===== config.mk =====
export PLATFORM = sky130hd
export DESIGN_NAME = input_stage
export DESIGN_NICKNAME = d
export VERILOG_FILES = /design/src/rtl/mac_pkg.sv /design/src/rtl/input_lane_shifter.sv /design/src/rtl/input_stage.sv
export SDC_FILE = /design/constraint.sdc
export NUM_CORES = 1
export LEC_CHECK = 0
export CAP_MARGIN = 20
export CORE_UTILIZATION = 57
export CTS_BUF_LIST = sky130_fd_sc_hd__clkbuf_8
export DETAILED_ROUTE_END_ITERATION = 16
export PLACE_DENSITY_LB_ADDON = 0.1
export SLEW_MARGIN = 40
export SYNTH_ARGS = -nofsm -noshare
export SYNTH_HDL_FRONTEND = slang
export SYNTH_SLANG_ARGS = --single-unit

===== constraint.sdc =====
create_clock -name CLK -period 2.1 [get_ports CLK]
set_input_delay 0.21 -clock CLK [delete_from_list [all_inputs] [get_ports CLK]]
set_output_delay 0.21 -clock CLK [all_outputs]
set_load 0.005 [all_outputs]

===== src/rtl/mac_pkg.sv =====
// Shared types and constants for the MAC array feeders.
// The feeder FSM states, the lane geometry and the lane bit-slice helper all live here.
package mac_pkg;

  localparam int LANES     = 4;
  localparam int SEG_W_DEF = 16;
  localparam int SEGS      = 4;

  typedef enum logic [2:0] {IDLE, FETCH, WAIT, STREAM, DONE} state_t;

  // LSB of lane r inside a packed LANES*seg_w bus; lane 0 sits in the top slice.
  function automatic int lane_lsb(input int lane, input int seg_w);
    return (LANES - 1 - lane) * seg_w;
  endfunction

endpackage


===== src/rtl/input_lane_shifter.sv =====
// One lane's row register.
// It loads a full row word, then shifts left by one segment per accepted beat; the output is the top segment.
module input_lane_shifter
  import mac_pkg::*;
#(
  parameter int SEG_W = SEG_W_DEF
) (
  input  logic                  CLK,
  input  logic                  RSTN,
  input  logic                  load,
  input  logic                  shift,
  input  logic [SEGS*SEG_W-1:0] din,
  output logic [SEG_W-1:0]      dout
);

  localparam int ROW_W = SEGS * SEG_W;

  logic [ROW_W-1:0] row_p0;

  always_ff @(posedge CLK) begin
    if (!RSTN) begin
      row_p0 <= '0;
    end else if (load) begin
      row_p0 <= din;
    end else if (shift) begin
      row_p0 <= {row_p0[ROW_W-SEG_W-1:0], {SEG_W{1'b0}}};
    end
  end

  assign dout = row_p0[ROW_W-1 -: SEG_W];

endmodule


===== src/rtl/input_stage.sv =====
// Tile feeder: fetches four row words from input memory and streams them into the MAC array.
// Define INPUT_STAGE_SKEW_EN for the systolic (one cycle per lane) wavefront; otherwise all lanes stream together.
module input_stage
  import mac_pkg::*;
#(
  parameter int AW    = 4,
  parameter int SEG_W = SEG_W_DEF
) (
  input  logic                  CLK,
  input  logic                  RSTN,
  input  logic                  Tile_Start,
  input  logic [AW-1:0]         ISRC_i,
  output logic                  IMEM_Read,
  output logic [AW-1:0]         IMEM_Addr,
  input  logic [SEGS*SEG_W-1:0] IMEM_Data,
  input  logic                  MAC_IREADY,
  output logic [SEGS*SEG_W-1:0] MAC_IDATA,
  output logic [LANES-1:0]      MAC_IVALID,
  output logic                  Busy,
  output logic                  Tile_Done
);

`ifdef INPUT_STAGE_SKEW_EN
  localparam logic [2:0] T_LAST = 3'd6;
`else
  localparam logic [2:0] T_LAST = 3'd3;
`endif

  state_t             state_p0;
  state_t             state_nxt;
  logic [1:0]         rd_idx_p0;
  logic               cap_vld_p1;
  logic [1:0]         cap_idx_p1;
  logic [2:0]         t_p0;
  logic [LANES-1:0]   lane_vld;
  logic [LANES-1:0]   lane_load;
  logic [LANES-1:0]   lane_shift;
  logic [SEG_W-1:0]   lane_seg [LANES];

  always_ff @(posedge CLK) begin
    if (!RSTN) state_p0 <= IDLE;
    else       state_p0 <= state_nxt;
  end

  always_comb begin
    state_nxt = state_p0;
    Busy      = 1'b1;
    Tile_Done = 1'b0;
    case (state_p0)
      IDLE: begin
        Busy = 1'b0;
        if (Tile_Start) state_nxt = FETCH;
      end
      FETCH:   if (rd_idx_p0 == 2'd3) state_nxt = WAIT;
      WAIT:    state_nxt = STREAM;
      STREAM:  if (MAC_IREADY && (t_p0 == T_LAST)) state_nxt = DONE;
      DONE: begin
        Tile_Done = 1'b1;
        state_nxt = IDLE;
      end
      default: state_nxt = IDLE;
    endcase
  end

  // Read issue (p0) and capture of the returning word one cycle later (p1)
  always_ff @(posedge CLK) begin
    if (!RSTN) begin
      IMEM_Read  <= 1'b0;
      IMEM_Addr  <= '0;
      rd_idx_p0  <= '0;
      cap_vld_p1 <= 1'b0;
      cap_idx_p1 <= '0;
    end else begin
      cap_vld_p1 <= IMEM_Read;
      cap_idx_p1 <= rd_idx_p0;
      case (state_p0)
        IDLE: begin
          if (Tile_Start) begin
            IMEM_Read <= 1'b1;
            IMEM_Addr <= ISRC_i;
            rd_idx_p0 <= '0;
          end
        end
        FETCH: begin
          if (rd_idx_p0 == 2'd3) begin
            IMEM_Read <= 1'b0;
          end else begin
            IMEM_Addr <= IMEM_Addr + AW'(1);
            rd_idx_p0 <= rd_idx_p0 + 2'd1;
          end
        end
        default: IMEM_Read <= 1'b0;
      endcase
    end
  end

  // Stream beat counter; holds while the array stalls
  always_ff @(posedge CLK) begin
    if (!RSTN || (state_p0 != STREAM)) begin
      t_p0 <= '0;
    end else if (MAC_IREADY && (t_p0 != T_LAST)) begin
      t_p0 <= t_p0 + 3'd1;
    end
  end

  for (genvar g = 0; g < LANES; g++) begin : g_lane
`ifdef INPUT_STAGE_SKEW_EN
    localparam logic [2:0] T_LO = 3'(g);
    localparam logic [2:0] T_HI = 3'(g + 3);
    assign lane_vld[g] = (state_p0 == STREAM) && (t_p0 >= T_LO) && (t_p0 <= T_HI);
`else
    assign lane_vld[g] = (state_p0 == STREAM) && (t_p0 <= 3'd3);
`endif
    assign lane_load[g]  = cap_vld_p1 && (cap_idx_p1 == 2'(g));
    assign lane_shift[g] = lane_vld[g] && MAC_IREADY;

    input_lane_shifter #(.SEG_W(SEG_W)) u_shifter (
      .CLK   (CLK),
      .RSTN  (RSTN),
      .load  (lane_load[g]),
      .shift (lane_shift[g]),
      .din   (IMEM_Data),
      .dout  (lane_seg[g])
    );
  end

  always_comb begin
    MAC_IDATA  = '0;
    MAC_IVALID = lane_vld;
    for (int r = 0; r < LANES; r++) begin
      if (lane_vld[r]) MAC_IDATA[lane_lsb(r, SEG_W) +: SEG_W] = lane_seg[r];
    end
  end

endmodule


======== Word level (Yosys, flattened, before mapping) ========
Index checks and enable logic that the tools add are counted.
cells by class
  reduce and logical (&&, ||, !) cells .... 20
  equal/unequal tests ..................... 15
  add/sub/neg operators ................... 3
  order comparisons ....................... 1
  muxes and demuxes ....................... 27
operator list
  cell                                                             number
  two-way mux 64 bit                                               8
  two-way mux 16 bit                                               4
  case mux 3 bit (4 select lines)                                  1
  nonzero test 2 bit                                               5
  == test 3 x 2 -> 1 bit (second input constant)                   3
  two-way mux 3 bit                                                3
  logical AND 1 bit                                                8
  two-way mux 4 bit                                                2
  != test 2 bit (second input constant)                            4
  case mux 4 bit (2 select lines)                                  1
  == test 2 bit (second input constant)                            3
  != test 3 x 2 -> 1 bit (second input constant)                   2
  AND reduction 3 bit                                              2
  adder 4 x 1 -> 4 bit (second input constant)                     1
  two-way mux 1 bit                                                4
  two-way mux 2 bit                                                2
  case mux 2 bit (2 select lines)                                  1
  adder 3 x 1 -> 3 bit (second input constant)                     1
  == test 3 x 1 -> 1 bit (second input constant)                   1
  == test 3 bit (second input constant)                            1
  less-or-equal comparator 3 x 2 -> 1 bit (second input constant)  1
  logical NOT 3 bit                                                1
  adder 2 x 1 -> 2 bit (second input constant)                     1
  == test 2 x 1 -> 1 bit (second input constant)                   1
  5 further kinds                                                  5
storage, ports and cells
  register bits after elaboration ......... 272
  logic and storage cells ................. 77
  output and inout bits ................... 75

======== Logic depth before layout (Yosys ltp) ========
Gate-level depths: netlist (run 1).
  depth in word-level cells ............... 5
  gate-level depth with buffers ........... 7
  mapped depth without buffers ............ 5

======== By module ========
From an unflattened synthesis (run 1), not the netlist that was laid out.
unflattened totals
  cells, all modules ...................... 1364
  area total of the unflattened synthesis .. 15064.4 um^2
by module, submodules not included
  module              area each (um^2)  cells an instance  times used
  input_lane_shifter  3455.8            300                4
  input_stage         1241.2            164                1

======== Least setup slack after synthesis (run 1) ========
OpenSTA, ideal clock, no wires.
  path kind ............................... register to output
  from .................................... register t_p0[0]
  to ...................................... output MAC_IDATA[10]
  data required time ...................... 1890 ps
  slack ................................... 482 ps
  stages on the path, launching flop included .. 7
  arrival time ............................ 1408 ps
  path through ............................ dfxtp_1 -> ha_1 -> ha_1 -> o21a_1 -> clkbuf_2 -> clkbuf_1 -> and2_1
on the way
  cells in the longest elaborated chain, start to end .. 3
RTL lines
  element                                  RTL line            RTL
  start: declaration                       input_stage.sv:34   logic [2:0] t_p0;
  start signal: assignment                 input_stage.sv:102  t_p0 <= t_p0 + 3'd1;
  less-or-equal comparator 3 x 2 -> 1 bit  input_stage.sv:112  assign lane_vld[g] = (state_p0 == STREAM) && (t_p0 <= 3'd3);
  logical AND 1 bit                        input_stage.sv:112
  two-way mux 16 bit                       input_stage.sv:131  if (lane_vld[r]) MAC_IDATA[lane_lsb(r, SEG_W) +: SEG_W] = lane_seg[r];
  end: declaration                         input_stage.sv:17   output logic [SEGS*SEG_W-1:0] MAC_IDATA,
Every way passes these cells.

======== Worst setup path after layout (run 1) ========
  from .................................... register t_p0[0]
  to ...................................... output MAC_IDATA[53]
The elaborated chain is that of the path after synthesis.

==> results of run 1 <==
-- critical path: cells and delay by family (launching register included) --
kind	cells	cell delay [ns]
fa+ha+maj	2	0.31
buf+inv	4	0.53
flops	1	0.35
compound gates	1	0.25
simple gates	1	0.15
-- cell families after synthesis --
family,count (synthesis),share of synthesized area
flops,272,0.470
buf+inv,148,0.0636
simple gates,432,0.169
compound gates,660,0.292
xor+xnor,1,0.000756
fa+ha+maj,4,0.00432
mux,1,0.000863
-- report_power, final --
group	switching [mW]	internal [mW]	total, mW
Combinational	0.401	0.295	0.696
Sequential	0.0800	5.27	5.35
Clock	1.96	2.24	4.20
-- stage by stage --
stage	hold WS [ns]	instances	setup TNS (ns)
finish	0.113	1902	-7.58
global route	0.109	1902	-10.25
CTS	0.0817	1900	-11.84
detailed placement	0.438	1817	0
global placement	0.434	1817	0
floorplan	0.350	1518	0
-- Yosys cell counts (4+ instances only) --
| cell type | number |
|---|---|
| buf_1 | 5 |
| buf_4 | 13 |
| a21boi_0 | 17 |
| buf_6 | 11 |
| clkbuf_1 | 76 |
| and2_1 | 67 |
| nand2_1 | 266 |
| nand3_1 | 68 |
| buf_2 | 38 |
| o21ai_1 | 16 |
| dfxtp_1 | 272 |
| nor2_1 | 7 |
| a21oi_1 | 437 |
| nor3b_1 | 4 |
| ha_1 | 4 |
| o21ai_0 | 178 |
-- cell type report --
cell class | instances | area, sq um | area share
timing repair buffer | 196 | 1970 | 0.140
sequential | 272 | 5450 | 0.386
tap | 265 | 332 | 0.0235
multi-input combinational | 1098 | 5560 | 0.394
clock buffer | 53 | 729 | 0.0517
inverter | 3 | 11.3 | 0.000798
clock inverter | 15 | 56.3 | 0.00399
-- registers in the layout (all words and copies together), names as in the netlist --
register / cells
IMEM_Addr: 4
IMEM_Read: 1
cap_idx_p1: 2
cap_vld_p1: 1
g_lane.u_shifter.row_p0: 256
rd_idx_p0: 2
state_p0: 3
t_p0: 3
-- worst max-delay path by stage --
stage / cells after the start / end
CTS: 8 / MAC_IDATA[46]
global placement: 7 / g_lane[3].u_shifter.row_p0[49]$_SDFFE_PN0P_
floorplan: 6 / MAC_IDATA[10]
detailed placement: 6 / MAC_IDATA[2]
global route: 8 / MAC_IDATA[53]
finish: 8 / MAC_IDATA[53]
-- repair_timing --
action,CTS,global route
setup buffers,11,5
cloned,5,0
gates resized for setup,230,56
pin swaps,8,5
setup endpoints to repair,68,71
-- layer usage --
| layer | GRT usage | wire length, microns |
|---|---|---|
| met1 | 0.499 | 15900 |
| met2 | 0.537 | 16600 |
| met3 | 0.0656 | 3760 |
| met4 | 0.107 | 691 |
| met5 | 0 | 0 |
==> results_dict.tcl, run 1 <==
set metrics [dict create \
    place_ws_ns 0.0828 \
    status "finished, violations left" \
    avgSynthCellArea_sq_um 7.64 \
    critical_path_arrival_ns 2.11 \
    synth_top_area_frac 0.470 \
    die_w_microns 145 \
    fp-row-count 51 \
    critPathMaxStageDelay_ns 0.35 \
    pin_count 147 \
    dr.pass1.iters 5 \
    nNetsFinal 1691 \
    holdPathStages 3 \
    grt_pass1_wl_microns 56200 \
    dpl.hpwl_microns 22400 \
    yosys_warnings 0 \
    final_cell_area_sq_mm 0.0141 \
    finalCoreUtilization 0.715 \
    leakage_nw 4.96 \
    slowest_stage "dfxtp_4" \
    fin_crit_ns 2.32 \
    place_congestion 0.897 \
    peakVddDrop_mv 0.493 \
    drc_errors 0 \
    critPathLaunch "t_p0[0]$_SDFFE_PP0P_" \
    powerDensity_mw_per_mm2 726 \
    start_util 0.588 \
    drt_wl_total_microns 37000 \
    worstPathMaxFanout 6 \
    drt_iter0_drc 1419 \
    violations "setup timing" \
    fillers 1569 \
    vias 11378 \
    synth-async-reset-ratio 0 \
    finalHoldViolCount 0 \
    r2r_slack_ns 0.07 \
    syn_nets 1594 \
    endpoint_kind "output port" \
    grt.total_usage 0.351 \
    synthCells 1518 \
    dieArea_sq_mm 0.0209 \
    final_common_cell "a21oi_1" \
    antenna_found_initial 0 \
    die_h_microns 145 \
    regToRegStartpoint "t_p0[0]$_SDFFE_PP0P_" \
    worstHoldStart "RSTN" \
    routed_via_density 5.98 \
    grt_pass1_vias 9932 \
    slew-limit-headroom 0.598 \
    whs_endpoint "IMEM_Read$_SDFFE_PN0P_" \
    port_buffers 146 \
    maxSlewViolCount 0 \
    cp.required_ns 1.89 \
    ys_seq_area_frac 0.470 \
    yosys.area.top_type "dfxtp_1" \
    syn_area_sq_mm 0.0116 \
    worst_slack_ns -0.219 \
    core_region_area_sq_mm 0.0197 \
    cts_hold_buf 0 \
    startpoint_type "flop" \
    wl_per_cell_microns 19.4 \
    crit_type "reg -> out" \
    finalPower_mw 10.2 \
    reg2reg_to "g_lane[1].u_shifter.row_p0[44]$_SDFFE_PN0P_" \
    ant_nets 0 \
    cts_root_buf "clkbuf_8" \
    yosysUniqueCellTypes 43 \
    cts.sinks 272 \
    synth_top_flop_cell "dfxtp_1" \
    layout_common_cells "a21oi_1, dfxtp_1, nand2_1" \
    ys_ff_latch 272 \
    diodes 0 \
    fin_skew_ns 0.0183 \
    clk_path_buf_depth 3 \
    clkSlewWorstSetupHoldPaths_ns 0.05 \
    grt_max_degree 105 \
    synth_edf_count 0 \
    max_freq_mhz 431 \
    min_path_type "in -> reg" \
    setup_violations 66 \
    cts_inserted_buffers 44 \
    area_growth_pct 21.7 \
    maxCapViolCount 0 \
    r2r_cells 8 \
    period_share 1.10 \
    synth.area.top_cells "dfxtp_1, a21oi_1, nand2_1, o21ai_0, and2_1" \
    cts_tree "yes" \
    dpl_cell_area_sq_mm 0.0132 \
    grt_overflow 0 \
    h-tree-depth 2 \
    drive_above_1_share 0.132 \
    worst_pin_slew_ns 0.603 \
    clk_latency_ns 0.53 \
    crit_chain "ha_4, ha_4, o21a_4, buf_6, buf_16, buf_12, and2_4, buf_6" \
    rsz0062_at_grt "yes" \
]
Power figures use the tool's default switching activity.
==> run 2: changes to the inputs <==
--- a/config.mk
+++ b/config.mk
@@ -5,8 +5,9 @@
 export SDC_FILE = /design/constraint.sdc
 export NUM_CORES = 1
 export LEC_CHECK = 0
+export ABC_AREA = 1
 export CAP_MARGIN = 20
-export CORE_UTILIZATION = 57
+export CORE_UTILIZATION = 59
 export CTS_BUF_LIST = sky130_fd_sc_hd__clkbuf_8
 export DETAILED_ROUTE_END_ITERATION = 16
 export PLACE_DENSITY_LB_ADDON = 0.1
==> run 2 against run 1 <==
  * The flow still finishes with violations (setup timing)
  * Routed wire length fell by 0.15%
  * Sequential share of layout area fell by 5.1 points
  * Global-route usage fell by 4.3 points
  * Largest power group unchanged
  * Highest routed layer unchanged
==> results_dict.tcl, run 2 <==
set metrics [dict create \
    power.share.switching 0.276 \
    holdPathStages 3 \
    finalHoldViolCount 0 \
    area_growth_pct 17.7 \
    yosys_warnings 0 \
    syn_nets 2258 \
    setup_violations 37 \
    worstPathMaxFanout 6 \
    clk_latency_ns 0.57 \
    regMostFlops "g_lane.u_shifter.row_p0" \
    worstHoldStart "IMEM_Data[12]" \
    synth.area.top_cells "dfxtp_1, nand2_1, nor2_1, inv_1, o21ai_0" \
    dp_cells 2530 \
    synthCells 2182 \
    clkSlewWorstSetupHoldPaths_ns 0.06 \
    powerDensity_mw_per_mm2 733 \
    port_buffers 146 \
    pin_count 147 \
    violations "setup timing" \
    fin_crit_ns 2.20 \
    peakVddDrop_mv 0.538 \
    cp.required_ns 1.89 \
    routed_via_density 5.03 \
    layout_common_cells "nand2_1, nor2_1, inv_1" \
    diodes 0 \
    fp-row-count 55 \
    h-tree-depth 2 \
    place_ws_ns 0.0580 \
    syn_area_sq_mm 0.0138 \
    grt.total_usage 0.308 \
    cts.sinks 272 \
    endpoint_kind "output port" \
    comb_power_share 0.142 \
    cts_inserted_buffers 45 \
    dieArea_sq_mm 0.0240 \
    ys_ff_latch 272 \
    nNetsFinal 2357 \
    drive_above_1_share 0.102 \
    cts_tree "yes" \
    regToRegStartpoint "t_p0[0]$_SDFFE_PP0P_" \
    dr.pass1.iters 5 \
    place_congestion 0.916 \
    power.share.clock 0.390 \
    top_regs "g_lane.u_shifter.row_p0: 256 flops, IMEM_Addr: 4 flops" \
    netlist_top_cells_count "nand2_1, nor2_1, dfxtp_1" \
    core_region_area_sq_mm 0.0228 \
    grt_max_degree 89 \
    reg2reg_to "g_lane[1].u_shifter.row_p0[58]$_SDFFE_PN0P_" \
    cts_root_buf "clkbuf_8" \
    wl_per_cell_microns 14.1 \
    finalCoreUtilization 0.714 \
    start_util 0.606 \
    fin_skew_ns 0.0267 \
    antenna_found_initial 0 \
    slew-limit-headroom 0.609 \
    ys_seq_area_frac 0.394 \
    worst_pin_slew_ns 0.586 \
    die_h_microns 155 \
    fin_hold_ws_ns 0.332 \
    r2r_cells 10 \
    crit_type "reg -> out" \
    dpl.hpwl_microns 25100 \
    synth_top_area_frac 0.394 \
    ant_nets 0 \
    drc_errors 0 \
    drt_wl_total_microns 36900 \
    maxCapViolCount 0 \
    critical_path_arrival_ns 1.99 \
    clk_path_buf_depth 3 \
    max_freq_mhz 454 \
    die_w_microns 155 \
    r2r_slack_ns 0.17 \
    avgSynthCellArea_sq_um 6.33 \
    worst_slack_ns -0.102 \
    grt_overflow 0 \
    final_common_cell "nand2_1" \
    p_sw_mw 3.29 \
    largest_reg_flops 256 \
    status "finished, violations left" \
    grt_pass1_wl_microns 59700 \
    finalPower_mw 11.9 \
    synth_top_flop_cell "dfxtp_1" \
    yosysUniqueCellTypes 26 \
    p_int_mw 8.63 \
    drt_iter0_drc 969 \
    synth-async-reset-ratio 0 \
    whs_endpoint "g_lane[3].u_shifter.row_p0[12]$_SDFFE_PN0P_" \
    leakage_nw 7.22 \
    yosys.area.top_type "dfxtp_1" \
    maxSlewViolCount 0 \
    synth_most_common_cell "nand2_1" \
    rsz0062_at_grt "yes" \
    startpoint_type "flop" \
    period_share 1.05 \
    min_path_type "in -> reg" \
    p_seq_frac 0.468 \
    grt_pass1_vias 11997 \
    vias 13214 \
    synth_edf_count 0 \
    layout.cells.non_filler 2626 \
]
run 2: changes by cell type in the layout (fill, tap and decap cells not counted), sizes merged, moves of 18 or more:
cell,change
a21boi,-18
a21oi,-367
buf,-29
dlygate4sd2,+29
nand2,+351
inv,+266
nor2,+451
and2,-68
nand3,+71
run 2: what timing repair did:
item,CTS,global route
pin swaps,2,3
hold buffers,1,0
gates cloned,5,0
setup buffers,8,8
hold endpoints to repair,17,0
resized for setup,114,79
setup endpoints to repair,68,75
run 2: layer usage:
layer,track usage,vias up,part of all wire
li1,-,6816,-
met1,0.398,5902,0.45
met2,0.515,413,0.47
met3,0.0384,83,0.049
met4,0.141,0,0.038
met5,0,-,0
run 2: cell type report:
cell class | count | area, sq um
Multi-Input combinational cell | 1497 | 6610
Fill cell | 1992 | 6520
Sequential cell | 272 | 5450
Timing Repair Buffer | 197 | 1880
Inverter | 268 | 1010
Clock buffer | 60 | 826
Tap cell | 313 | 392
Clock inverter | 19 | 86.3
run 2: critical path, cell delays in order, from the launching register on:
cell and delay (ns):
dfxtp_2 0.36, ha_4 0.14, ha_4 0.14, inv_4 0.04
nand2_4 0.07, nand2_8 0.09, buf_6 0.15, buf_6 0.11
buf_8 0.12, nor2_4 0.09, buf_2 0.11
run 2: through the flow:
stage	cell area [sq um]	TNS [ns]
floorplan	13800	0
global placement	15300	0
detailed placement	15300	0
CTS	16400	-6.67
global route	16300	-4.56
finish	16300	-1.91
run 2: how the worst max path moves through the flow:
stage / from / to / slack, ns / cells after the start
5_1_grt: t_p0[1]$_SDFFE_PP0P_ / MAC_IDATA[22] / -0.16 / 10
4_1_cts: t_p0[0]$_SDFFE_PP0P_ / MAC_IDATA[37] / -0.26 / 10
3_3_place_gp: t_p0[0]$_SDFFE_PP0P_ / MAC_IVALID[0] / 0.11 / 8
6_report: t_p0[1]$_SDFFE_PP0P_ / MAC_IDATA[22] / -0.10 / 10
2_1_floorplan: t_p0[0]$_SDFFE_PP0P_ / MAC_IVALID[1] / 0.25 / 9
3_5_place_dp: t_p0[0]$_SDFFE_PP0P_ / MAC_IVALID[3] / 0.06 / 8
run 2: cell families (layout without fill, tap and decap cells):
kind of cell | count (synthesis) | count (layout) | synth area share
xor+xnor | 1 | 1 | 0.000634
fa+ha+maj | 4 | 4 | 0.00362
compound gates | 269 | 269 | 0.0977
simple gates | 1223 | 1223 | 0.366
flops | 272 | 272 | 0.394
buf+inv | 413 | 544 | 0.138
run 2: power by group through the flow:
stage	Clock, mW	Combinational (mW)	Sequential [mW]
floorplan	0	1.17	5.63
global placement	0	1.61	5.67
detailed placement	0	1.63	5.68
CTS	4.69	1.69	5.57
global route	4.93	1.91	5.60
finish	4.65	1.69	5.58
==> run 3: changes to the inputs <==
--- a/config.mk
+++ b/config.mk
@@ -6,6 +6,7 @@
 export NUM_CORES = 1
 export LEC_CHECK = 0
 export ABC_AREA = 1
+export ABC_CLOCK_PERIOD_IN_PS = 2100
 export CAP_MARGIN = 20
 export CORE_UTILIZATION = 59
 export CTS_BUF_LIST = sky130_fd_sc_hd__clkbuf_8
==> results of run 3 <==
Final layout, timing and power as in run 2 (identical DEF).
